File: src/rtl/fft_ra2_pkg.sv
// fft_ra2_pkg: shared definitions for the radix-2 FFT butterfly sequencer.
//   state_t   - sequencer state encoding (legacy-compatible 3-bit codes)
//   ENG_*     - butterfly engine timing, in cycles relative to bf_go
//   DRAIN_CYC - cycles spent letting an in-flight butterfly retire after
//               an abort or timeout
package fft_ra2_pkg;

  typedef enum logic [2:0] {
    IDLE   = 3'd0,
    ISSUE  = 3'd1,
    FETCHB = 3'd2,
    WAIT   = 3'd3,
    SETTLE = 3'd4,
    DONE   = 3'd5,
    DRAIN  = 3'd6
  } state_t;

  localparam int ENG_WR_A  = 8;   // result A write strobe
  localparam int ENG_DONE  = 9;   // result B write strobe + last-result strobe
  localparam int ENG_REARM = 11;  // earliest cycle the engine takes a new bf_go
  localparam int DRAIN_CYC = 11;

endpackage

File: src/rtl/fft_ra2_addr_gen.sv
// fft_ra2_addr_gen: combinational butterfly index math for an in-place
// decimation-in-time radix-2 FFT.
//   stage - stage index s (0..LOG2N-1)
//   j     - butterfly index within the stage (0..N/2-1)
//   a, b  - data RAM addresses of the butterfly's two points (b = a + 2^s)
//   tw    - twiddle ROM address, k << (LOG2N-1-s) with k = j mod 2^s
module fft_ra2_addr_gen #(
  parameter int LOG2N = 4,
  parameter int SW    = 3
) (
  input  logic [SW-1:0]    stage,
  input  logic [LOG2N-2:0] j,
  output logic [LOG2N-1:0] a,
  output logic [LOG2N-1:0] b,
  output logic [LOG2N-2:0] tw
);

  localparam int TW  = LOG2N - 1;
  localparam int SHW = SW + 1;

  logic [LOG2N-1:0] jx;
  logic [LOG2N-1:0] half;
  logic [LOG2N-1:0] k;
  logic [LOG2N-1:0] grp;
  logic [SHW-1:0]   tw_sh;

  assign jx    = {1'b0, j};
  assign half  = LOG2N'(1) << stage;
  assign k     = jx & (half - 1'b1);
  assign grp   = jx >> stage;
  assign a     = (grp << ({1'b0, stage} + 1'b1)) | k;
  assign b     = a | half;
  assign tw_sh = SHW'(LOG2N - 1) - {1'b0, stage};
  // k < 2^s <= 2^(LOG2N-1), so the narrowed k loses nothing.
  assign tw    = TW'(k) << tw_sh;

endmodule

File: src/rtl/fft_ra2_ctrl.sv
// fft_ra2_ctrl: sequencer for a serial radix-2 butterfly engine running an
// in-place DIT FFT over a single data RAM holding bit-reversed input.
//   clk, rst_n     - clock, asynchronous active-low reset
//   start, abort   - begin an FFT (IDLE only) / cancel a running FFT
//   busy, done     - run in progress / one-cycle normal-completion pulse
//   err            - sticky engine-timeout flag, cleared on accepted start
//   stage          - current stage index
//   bf_go          - engine start pulse (one per butterfly)
//   bf_wren        - engine result-valid strobe (A then B)
//   bf_done        - engine last-result strobe
//   rd_addr        - data RAM read address (A in ISSUE, B after)
//   tw_addr        - twiddle ROM address for the current butterfly
//   wr_addr        - data RAM write address, follows A/B result order
//   ram_we         - data RAM write enable
module fft_ra2_ctrl
  import fft_ra2_pkg::*;
#(
  parameter int LOG2N   = 4,
  parameter int SW      = 3,
  parameter int TIMEOUT = 31
) (
  input  logic             clk,
  input  logic             rst_n,
  input  logic             start,
  input  logic             abort,
  output logic             busy,
  output logic             done,
  output logic             err,
  output logic [SW-1:0]    stage,
  output logic             bf_go,
  input  logic             bf_wren,
  input  logic             bf_done,
  output logic [LOG2N-1:0] rd_addr,
  output logic [LOG2N-2:0] tw_addr,
  output logic [LOG2N-1:0] wr_addr,
  output logic             ram_we
);

  localparam int JW   = LOG2N - 1;
  localparam int NBF  = 1 << JW;
  localparam int CMAX = (TIMEOUT > DRAIN_CYC) ? TIMEOUT : DRAIN_CYC;
  localparam int CW   = $clog2(CMAX + 1);

  state_t           state;
  logic [JW-1:0]    j;
  logic             wr_sel;
  logic [CW-1:0]    cnt;
  logic [LOG2N-1:0] addr_a;
  logic [LOG2N-1:0] addr_b;
  logic [LOG2N-2:0] addr_tw;
  logic             abortable;

  fft_ra2_addr_gen #(
    .LOG2N (LOG2N),
    .SW    (SW)
  ) u_addr_gen (
    .stage (stage),
    .j     (j),
    .a     (addr_a),
    .b     (addr_b),
    .tw    (addr_tw)
  );

  assign abortable = (state == ISSUE) || (state == FETCHB) ||
                     (state == WAIT)  || (state == SETTLE);

  // cnt is shared: WAIT uses it as the engine timeout, DRAIN as its length.
  always_ff @(posedge clk or negedge rst_n) begin
    if (!rst_n) begin
      state <= IDLE;
      stage <= '0;
      j     <= '0;
      err   <= 1'b0;
      cnt   <= '0;
    end else if (abort && abortable) begin
      state <= DRAIN;
      cnt   <= '0;
    end else begin
      case (state)
        IDLE: begin
          if (start) begin
            state <= ISSUE;
            err   <= 1'b0;
            stage <= '0;
            j     <= '0;
          end
        end
        ISSUE: state <= FETCHB;
        FETCHB: begin
          state <= WAIT;
          cnt   <= '0;
        end
        WAIT: begin
          if (bf_done) begin
            state <= SETTLE;
          end else if (cnt == CW'(TIMEOUT - 1)) begin
            state <= DRAIN;
            err   <= 1'b1;
            cnt   <= '0;
          end else begin
            cnt <= cnt + 1'b1;
          end
        end
        SETTLE: begin
          if (j == JW'(NBF - 1)) begin
            j <= '0;
            if (stage == SW'(LOG2N - 1)) begin
              stage <= '0;
              state <= DONE;
            end else begin
              stage <= stage + 1'b1;
              state <= ISSUE;
            end
          end else begin
            j     <= j + 1'b1;
            state <= ISSUE;
          end
        end
        DONE: state <= IDLE;
        DRAIN: begin
          if (cnt == CW'(DRAIN_CYC - 1)) begin
            state <= IDLE;
          end else begin
            cnt <= cnt + 1'b1;
          end
        end
        default: state <= IDLE;
      endcase
    end
  end

  // wr_sel steers wr_addr: first result strobe writes A, second writes B.
  always_ff @(posedge clk or negedge rst_n) begin
    if (!rst_n) begin
      wr_sel <= 1'b0;
    end else if (state == IDLE || state == ISSUE) begin
      wr_sel <= 1'b0;
    end else if (bf_wren && busy) begin
      wr_sel <= ~wr_sel;
    end
  end

  always_comb begin
    rd_addr = '0;
    case (state)
      ISSUE:        rd_addr = addr_a;
      FETCHB, WAIT: rd_addr = addr_b;
      default:      rd_addr = '0;
    endcase
  end

  assign busy    = (state != IDLE) && (state != DONE);
  assign done    = (state == DONE);
  assign bf_go   = (state == ISSUE);
  assign tw_addr = addr_tw;
  assign wr_addr = wr_sel ? addr_b : addr_a;
  assign ram_we  = bf_wren && busy && (state != DRAIN);

endmodule

File: config.mk
export PLATFORM = sky130hd
export DESIGN_NAME = fft_ra2_ctrl
export DESIGN_NICKNAME = d
export VERILOG_FILES = /design/src/rtl/fft_ra2_pkg.sv /design/src/rtl/fft_ra2_addr_gen.sv /design/src/rtl/fft_ra2_ctrl.sv
export SDC_FILE = /design/constraint.sdc
export NUM_CORES = 1
export LEC_CHECK = 0
export ABC_AREA = 1
export CAP_MARGIN = 40
export CORE_AREA = 2 2 60 62
export DETAILED_ROUTE_END_ITERATION = 12
export DIE_AREA = 0 0 62 64
export PLACE_DENSITY_LB_ADDON = 0.12
export SLEW_MARGIN = 20
export SYNTH_ARGS = -nofsm -noshare
export SYNTH_HDL_FRONTEND = slang
export SYNTH_SLANG_ARGS = --single-unit
export TNS_END_PERCENT = 5
File: constraint.sdc
create_clock -name clk -period 1.98 [get_ports clk]
set_input_delay 0.396 -clock clk [delete_from_list [all_inputs] [get_ports clk]]
set_output_delay 0.396 -clock clk [all_outputs]
set_load 0.005 [all_outputs]
After elaboration in Yosys (flattened, before gate mapping)
Index checks and enable logic that the tools add are counted.
{"block": "word_totals", "reg_bits": 16, "out_inout_bits": 19}
{"block": "classes", "n_addsub": 6, "eq_ne": 21, "muxes": 27, "n_reduce_logical": 20, "n_shift": 4, "n_bitwise": 5}
{"cell": "3-bit 2-to-1 mux", "n": 11}
{"cell": "5-bit 2-to-1 mux", "n": 4}
{"cell": "3-bit case mux with 6 select lines", "n": 1}
{"cell": "3-bit inequality test, second input constant", "n": 5}
{"cell": "5-bit case mux with 3 select lines", "n": 1}
{"cell": "3-bit equality test, second input constant", "n": 4}
{"cell": "3-bit case mux with 2 select lines", "n": 2}
{"cell": "3-bit by 2-bit equality test with 1-bit output, second input constant", "n": 3}
{"cell": "3-bit AND reduction", "n": 3}
{"cell": "4-bit OR", "n": 2}
{"cell": "4-bit case mux with 2 select lines", "n": 1}
{"cell": "3-bit by 1-bit adder with 3-bit output, second input constant", "n": 2}
{"cell": "2-bit nonzero test", "n": 3}
{"cell": "5-bit by 1-bit adder with 5-bit output, second input constant", "n": 1}
{"cell": "5-bit by 4-bit equality test with 1-bit output, second input constant", "n": 1}
{"cell": "5-bit equality test, second input constant", "n": 1}
{"cell": "1-bit 2-to-1 mux", "n": 5}
{"cell": "5-bit AND reduction", "n": 1}
{"cell": "3-bit by 1-bit adder with 4-bit output, second input constant", "n": 1}
{"cell": "3-bit by 4-bit bitwise AND with 4-bit output", "n": 1}
{"cell": "1-bit logical AND", "n": 4}
{"cell": "1-bit logical OR", "n": 4}
{"cell": "4-bit 2-to-1 mux", "n": 1}
{"cell": "2-bit by 1-bit inequality test with 1-bit output, second input constant", "n": 2}
{"cell": "other kinds (17)", "n": 19}

Longest topological paths before layout
Gate-level depths: netlist of the first run.
{"block": "logic_depth", "ltp_word": 7, "mapped_depth": 12, "depth_no_buf": 11}

By module
A second synthesis of the first run with hierarchy kept.
{"block": "unflattened", "hier_cells": 231, "hier_area_um2": 1498.9}
{"module": "fft_ra2_ctrl", "seq_area_each_um2": 400.4, "cells_per_inst": 168, "instances": 1, "area_each_um2": 1149.9}
{"module": "fft_ra2_addr_gen", "seq_area_each_um2": 0.0, "cells_per_inst": 63, "instances": 1, "area_each_um2": 349.1}

Worst setup path before layout of the first run
No wires, ideal clock.
{"block": "synth_path", "path_type": "register -> output", "from": "register stage[0]", "to": "output port tw_addr[2]", "stages_incl_launch_ff": 10, "n_path_buf": 1, "t_arrival_ns": 1.833, "path_slack_ns": -0.249, "cell_sequence": "dfrtp_1 -> buf_2 -> inv_2 -> ha_1 -> nand2_1 -> ha_1 -> or2_2 -> inv_1 -> nand3_1 -> a31oi_1"}
{"block": "synth_via", "elab_chain_cells": 4}
{"item": "from (decl)", "line": "fft_ra2_ctrl.sv:29", "source": "output logic [SW-1:0] stage,"}
{"item": "from (signal assigned)", "line": "fft_ra2_ctrl.sv:111", "source": "stage <= stage + 1'b1;"}
{"item": "1-bit by 3-bit left shift with 4-bit output", "line": "fft_ra2_addr_gen.sv:28", "source": "assign half = LOG2N'(1) << stage;"}
{"item": "4-bit by 1-bit subtractor with 4-bit output", "line": "fft_ra2_addr_gen.sv:29", "source": "assign k = jx & (half - 1'b1);"}
{"item": "3-bit by 4-bit bitwise AND with 4-bit output", "line": "fft_ra2_addr_gen.sv:29"}
{"item": "3-bit by 4-bit left shift with 3-bit output (*)", "line": "fft_ra2_addr_gen.sv:35", "source": "assign tw = TW'(k) << tw_sh;"}
{"item": "to (decl)", "line": "fft_ra2_ctrl.sv:34", "source": "output logic [LOG2N-2:0] tw_addr,"}
Mark *: on every way between the ends. The rest lies on a longest branch, timed or not.

Worst setup path after layout of the first run
Same ends and word-level chain as after synthesis.

==> metrics.md, run 1 <==
| Metric | Value |
|---|---|
| Status | finished, violations left |
| Failing checks | setup timing |
| RR Startpoint | j[0] |
| Simple-gate portion of the synthesized area | 42.5% |
| Placed cells | about 300 |
| Hold slack | roughly 400 ps |
| Pwr/cell area | between 1000 and 1500 nW/um^2 |
| Max Slew Vio Count | 0 |
| Root buffer selected by CTS | clkbuf_4 |
| Number of global-route vias before repair | 1523 |
| Crit end category | primary output |
| Cell taking the most area after synthesis | dfrtp_1 |
| Peak VDD IR | 0.466 mV |
| CTS Sinks | 16 |
| Synth Warn # | 0 |
| P_leak | 1.15 nW |
| Worst-Skew Late Latency | 300 ps |
| RR Endpoint | stage[2] |
| Worst rel slew slack | 72.4% |
| Netlist cell types | 33 |
| Reg2Reg Setup Slack | between 300 and 400 ps |
| Layout Skew | between 10 and 15 ps |
| Worst Path Arrival | just under 2000 ps |
| Synth area leaders | dfrtp_1, nand2_1, nand3_1 |
| Layout cells sized above 1 | around 36% |
| Post-DP HPWL | 3030 um |
| FILL cells | ~300 |
| RSZ-0062 raised after global routing | yes |
| Post-Layout Cell Count | 318 |
| Crit path kind | reg -> out |
| Core Area | 3280 sq um |
| Cells after synthesis | 210 |
| Top FF cell, synth | dfrtp_1 |
| Period utilization | 120% |
| Final hold violation count | 0 |
| Synth Area in Compound Gates | 9.73% |
| Clock buffer count from CTS | 3 |
| Slew at the pin closest to its max-slew limit | a little over 400 ps |
| Area Overhead vs Synth | 52.0% |
| Cells on worst reg2reg path | 7 |
| Via count | 1596 |
| Crit path required time | 1580 ps |
| Fmax | 422 MHz |
| Full die area | just under 4000 sq um |
| Number of remaining DRC errors | 0 |
| Clk slew on worst S/H paths | 110 ps |
| Synth Cell Area | 1440 sq um |
| H-tree depth | 1 |
| Ant diodes | 0 |
| Buffers on Ports | 24 |
| FFs w/ async S/R, synth | 100% |
| Startpoint types | register |
| Synth Register Bits | 16 |
| Number of synthesized flops with an enable pin | 0 |
| Synth Area in XOR/XNOR | 1.22% |
| GP Congestion | 0.830 |
| Max Root-Sink Buffers | 2 |
| 1st-iter DRT viols | 84 |
| Portion of netlist area occupied by mux cells | less than 1% |
| Routed vias/inst | about 5 |
| Min Tclk post-route | 2370 ps |
| Post-Synth Adder-Cell Area | 9.56% |
| IO Pins | 25 |
| GR Util All Layers | about a quarter |
| Chip Height | ~64 um |
| Top cell type's share of synthesized area | 27.8% |
| Largest net degree at the start of global routing | 17 |
| Syn_nets | around 230 |
| Seq/Total Area, Yosys | 27.8% |
| Final nets | 290 |
| CP max FO | 3 |
| Placed Instance Area | 1970 sq um |
| Maxcap violations | 0 |
| Main combinational cell family by area after synthesis | simple AND/OR/NAND/NOR gates |
| GRT overflow | 0 |
| Routed len/inst | between 10 and 15 um |
| Total wire length | 4200 um |
| Router iterations before antenna repair | 4 |
| Remaining antenna violation count | 0 |
| Cell row count | 21 |
| PnR worst setup slack | -391 ps |
| HP Class | in -> async |
| Design area | approximately 2200 sq um |
| Initial Util | 43.8% |
| Syn Area/Cell | around 6.9 sq um |
| CTS tree | built |
| Initial antenna violation count | 0 |
| First-pass GRT wire length | 7020 um |
| Final setup fails | 11 |
| Die W | 62 um |
## state kept, by name, indices dropped and copies added (netlist names)
register	flops
state	3
stage	3
j	3
err	1
cnt	5
wr_sel	1
## kinds of logic (layout without fill, tap and decap cells)
logic type,count (synthesis),after routing
buffers and inverters,30,92
adders and majority gates,11,11
muxes,1,1
DFF,16,16
xor gates and xnor gates,2,2
and+or+nand+nor,128,128
AOI/OAI and AO/OA,22,22
## area by class of cell
class / count / area [sq um] / area share [%]
clock buffers: 4 / 36.3 / 1.66
inverters: 27 / 111 / 5.09
multi-input cells: 164 / 1080 / 49.3
flip-flops and latches: 16 / 400 / 18.3
well taps: 46 / 57.6 / 2.63
repair buffers: 61 / 505 / 23.1
## power breakdown
group	switching (W)	total, W	internal (W)
sequential	0.0000781	0.000495	0.000417
combinational	0.00104	0.00186	0.000827
clock	0.000115	0.000227	0.000112
total	0.00123	0.00259	0.00136
## worst max-delay path: stages, from the launching register on
cell	delay, ps
dfrtp_1	420
buf_4	160
ha_4	150
nand2_2	100
ha_4	210
or2_4	240
inv_2	60
nand3_1	60
a31oi_1	160
buf_2	130
## worst max path at each step
stage | start | endpoint | slack, ps | cells after the start
after floorplan | stage[0] | tw_addr[2] | 10 | 9
after global placement | stage[0] | tw_addr[2] | -440 | 10
after detailed placement | stage[0] | tw_addr[1] | -480 | 10
after CTS | stage[0] | rd_addr[1] | -380 | 12
after global routing | stage[0] | rd_addr[3] | -500 | 11
final | stage[0] | tw_addr[2] | -390 | 9
## repair_timing
| item | in CTS | in global routing |
|---|---|---|
| setup buffers | 4 | 2 |
| gates cloned | 0 | 0 |
| pin swaps | 10 | 7 |
| hold buffers | 0 | 0 |
| setup endpoints to repair | 14 | 14 |
| resized for setup | 67 | 15 |
## Yosys cell counts, types with 2 or more instances
master	count
a21oi_1	4
buf_2	2
dfrtp_1	16
ha_1	11
inv_1	21
inv_2	6
nand2_1	52
nand2_2	3
nand2_4	2
nand3_1	30
nand3b_1	2
nand4_1	8
nor2_1	18
nor2_2	3
nor3_1	4
o211ai_1	3
o21ai_0	4
o21ai_1	5
or2_2	2
## per-stage QoR
step / setup TNS (ps) / setup WS [ps] / total power [W] / utilization [%]
floorplan: 0 / 10.0 / 0.00149 / -
global placement: -3840 / -437 / 0.00220 / 60.1
detailed placement: -4050 / -477 / 0.00221 / 60.1
CTS: -3260 / -381 / 0.00252 / 64.9
global route: -4450 / -498 / 0.00283 / 66.7
finish: -3200 / -391 / 0.00259 / 66.7
## layer usage
layer | GRT usage (%) | part of all wire, %
met1 | 31.7 | 46
met2 | 36.2 | 47
met3 | 4.86 | 4.4
met4 | 7.98 | 1.9
met5 | 0 | 0
## cell usage in the layout (no fill, tap or decap), types with 2 or more instances in the layout
cell and n:
dlymetal6s2s_1 3, buf_4 33, nor3_1 3, nand2_1 47, o21ai_0 3, dfrtp_1 16, inv_1 16, dlygate4sd2_1 2
nand2_2 6, clkbuf_4 3, nor2_1 14, nor2_2 3, inv_2 9, o211ai_1 3, buf_6 5, nor2_4 5
nand2_4 4, buf_2 7, a21oi_1 3, o21ai_1 6, clkdlybuf4s50_1 9, nand3b_1 2, nand4_1 8, nand3_2 7
nand3_1 23, ha_1 6, ha_4 5
No activity file was read; power rests on OpenSTA's default activity.
==> run 2: changes to the inputs <==
Settings changed: CORE_AREA 2 2 60 62 to 2 2 58 60, DIE_AREA 0 0 62 64 to 0 0 60 62.
==> run 2 against run 1 <==
Global-route usage fell by 0.16 points; routed wire length fell by 4.0%; power fell by 2.0%; maximum frequency fell by 0.79%; largest power group unchanged; final cell count rose by 0.63%; non-clock buffer count rose by 2; via count rose by 2.3%; clock skew fell by 10 ps; highest routed layer unchanged; the run still ends with setup timing left.
==> metrics.md, run 2 (same netlist as run 1, synthesis figures left out) <==
| Metric | Value |
|---|---|
| Critical path destination | tw_addr[2] |
| GR Util All Layers | 23.2% (-0.16 points) |
| Number of remaining DRC errors | 0 (unchanged) |
| Post-Layout Cell Count | 320 (+0.63%) |
| GP Congestion | 0.934 (+13%) |
| Final hold violation count | 0 (unchanged) |
| Area Overhead vs Synth | 50.5% |
| Worst-Skew Late Latency | 290 ps (about the same) |
| Reg2Reg Setup Slack | 240 ps (-120 ps) |
| H-tree depth | 1 (unchanged) |
| Layout cells sized above 1 | 36.1% (+0.10 points) |
| Crit end category | primary output |
| Crit path required time | 1580 ps (about the same) |
| Number of global-route vias before repair | 1375 (-9.7%) |
| Hold slack | 427 ps (+28.4 ps) |
| Initial Util | 45.3% (+1.4 points) |
| Clock buffer count from CTS | 3 (unchanged) |
| Cells on worst reg2reg path | 10 (+3) |
| Chip Height | 62 um (-3.1%) |
| Status | finished, violations left |
| CTS tree | built |
| Slew at the pin closest to its max-slew limit | 327 ps (-85.1 ps) |
| Placed Instance Area | 1990 sq um (+1.0%) |
| Max Root-Sink Buffers | 2 (unchanged) |
| Max Slew Vio Count | 0 (unchanged) |
| Worst rel slew slack | 78.0% (+5.6 points) |
| Ant diodes | 0 (unchanged) |
| Cell row count | 21 (unchanged) |
| P_leak | 1.10 nW (-4.5%) |
| Leading cell types in the layout, fill and taps excluded | nand2_1, buf_4, nand3_1, inv_1, dfrtp_1 |
| First-pass GRT wire length | 6440 um (-8.4%) |
| Root buffer selected by CTS | clkbuf_4 |
| Layout Skew | 1.62 ps (-10.3 ps) |
| Fmax | 418 MHz (-0.79%) |
| Reg with most FFs | cnt |
| Routed vias/inst | 5.10 (+1.6%) |
| RSZ-0062 raised after global routing | yes |
| CTS Sinks | 16 (unchanged) |
| Failing checks | setup timing |
| Peak VDD IR | 0.528 mV (+13%) |
| Remaining antenna violation count | 0 (unchanged) |
| 1st-iter DRT viols | 79 (-6.0%) |
| Die W | 60 um (-3.2%) |
| Full die area | 3720 sq um (-6.3%) |
| Largest net degree at the start of global routing | 17 (unchanged) |
| Buffers on Ports | 24 (unchanged) |
| Post-CTS Hold Fix Bufs | 0 (unchanged) |
| Placed cells | 309 (+0.32%) |
| Post-DP HPWL | 3020 um (-0.52%) |
| Min Tclk post-route | 2390 ps (+19.0 ps) |
| Routed len/inst | 12.6 um (-4.6%) |
| Max FFs per register | 5 (unchanged) |
| RR Endpoint | cnt[0] |
| Clk slew on worst S/H paths | 100 ps (about the same) |
| Startpoint types | register |
| HP Class | in -> async |
| IO Pins | 25 (unchanged) |
| FILL cells | 284 (-4.4%) |
| Final nets | 292 (+0.69%) |
| CP max FO | 3 (unchanged) |
| Worst Path Arrival | 1990 ps (+20 ps) |
| Design area | 2170 sq um (-1.0%) |
| Most common cell after layout, fill and taps aside | nand2_1 |
| GRT overflow | 0 (unchanged) |
| PnR worst setup slack | -410 ps (-19.0 ps) |
| Critical Path Start | stage[1] |
| Crit path kind | reg -> out |
| Total wire length | 4030 um (-4.0%) |
| Pwr/cell area | 1170 nW/um^2 (-1.0%) |
| Via count | 1632 (+2.3%) |
| Final setup fails | 11 (unchanged) |
| Maxcap violations | 0 (unchanged) |
| Router iterations before antenna repair | 4 (unchanged) |
| Period utilization | 121% (+0.96 points) |
| Core Area | 3180 sq um (-3.2%) |
| RR Startpoint | state[2] |
| Final Util | 68.2% (+1.5 points) |
| Total power | 0.00253 W (-2.0%) |
| Initial antenna violation count | 0 (unchanged) |
==> run 2: cell types whose count changed in the layout (fill, tap and decap cells not counted), sizes merged <==
| cell | before | now |
|---|---|---|
| clkdlybuf4s15 | 2 | 1 |
| clkbuf | 4 | 6 |
| clkdlybuf4s50 | 9 | 11 |
| dlymetal6s2s | 3 | 0 |
| buf | 45 | 47 |
==> run 2: worst min-delay path by stage <==
stage	to	slack (ps)	cells past startpoint
6_report	state[2]	430	2
5_1_grt	state[0]	430	2
4_1_cts	state[1]	420	2
3_5_place_dp	err	470	2
3_3_place_gp	err	460	2
2_1_floorplan	cnt[0]	100	0
==> run 2: power breakdown <==
group	switching (W)	total, W	internal [W]	leakage, nW
registers	0.0000713	0.000488	0.000417	0.215
clock network	0.000112	0.000224	0.000112	0.0210
logic	0.00103	0.00182	0.000795	0.863
==> run 2: critical path, stage by stage, from the launching register on <==
cell	delay [ps]
dfrtp_1	410
inv_2	120
buf_12	110
ha_4	140
nand2_4	60
ha_4	170
nand3_2	70
nand2_2	70
nor2_4	140
buf_6	120
nand2_2	40
a31oi_1	140
buf_2	130
==> run 2: metal layers <==
layer | part of all wire (%) | global-route usage [%] | up-vias
li1 | - | - | 825
met1 | 51 | 33.4 | 763
met2 | 45 | 37.0 | 38
met3 | 2.9 | 3.11 | 6
met4 | 1.1 | 5.71 | 0
met5 | 0 | 0 | -
==> run 2: area by class of cell <==
| class | count | area, sq um | area share [%] |
|---|---|---|---|
| clock buffer | 4 | 36.3 | 1.67 |
| inverter | 27 | 111 | 5.14 |
| multi-input combinational | 164 | 1060 | 48.7 |
| sequential | 16 | 400 | 18.5 |
| tap | 46 | 57.6 | 2.66 |
| timing repair buffer | 63 | 505 | 23.3 |
==> run 2: timing repair <==
| item | in CTS | in global routing |
|---|---|---|
| pin swaps | 14 | 8 |
| resized for setup | 62 | 14 |
| setup buffers | 7 | 0 |
| endpoints found under the setup margin | 14 | 13 |
==> run 2: per-stage QoR <==
stage	setup WS (ps)	setup TNS, ps
after floorplan	10.0	0
after global placement	-439	-4050
after detailed placement	-464	-4210
after CTS	-395	-2830
after global routing	-495	-3810
final	-410	-2690
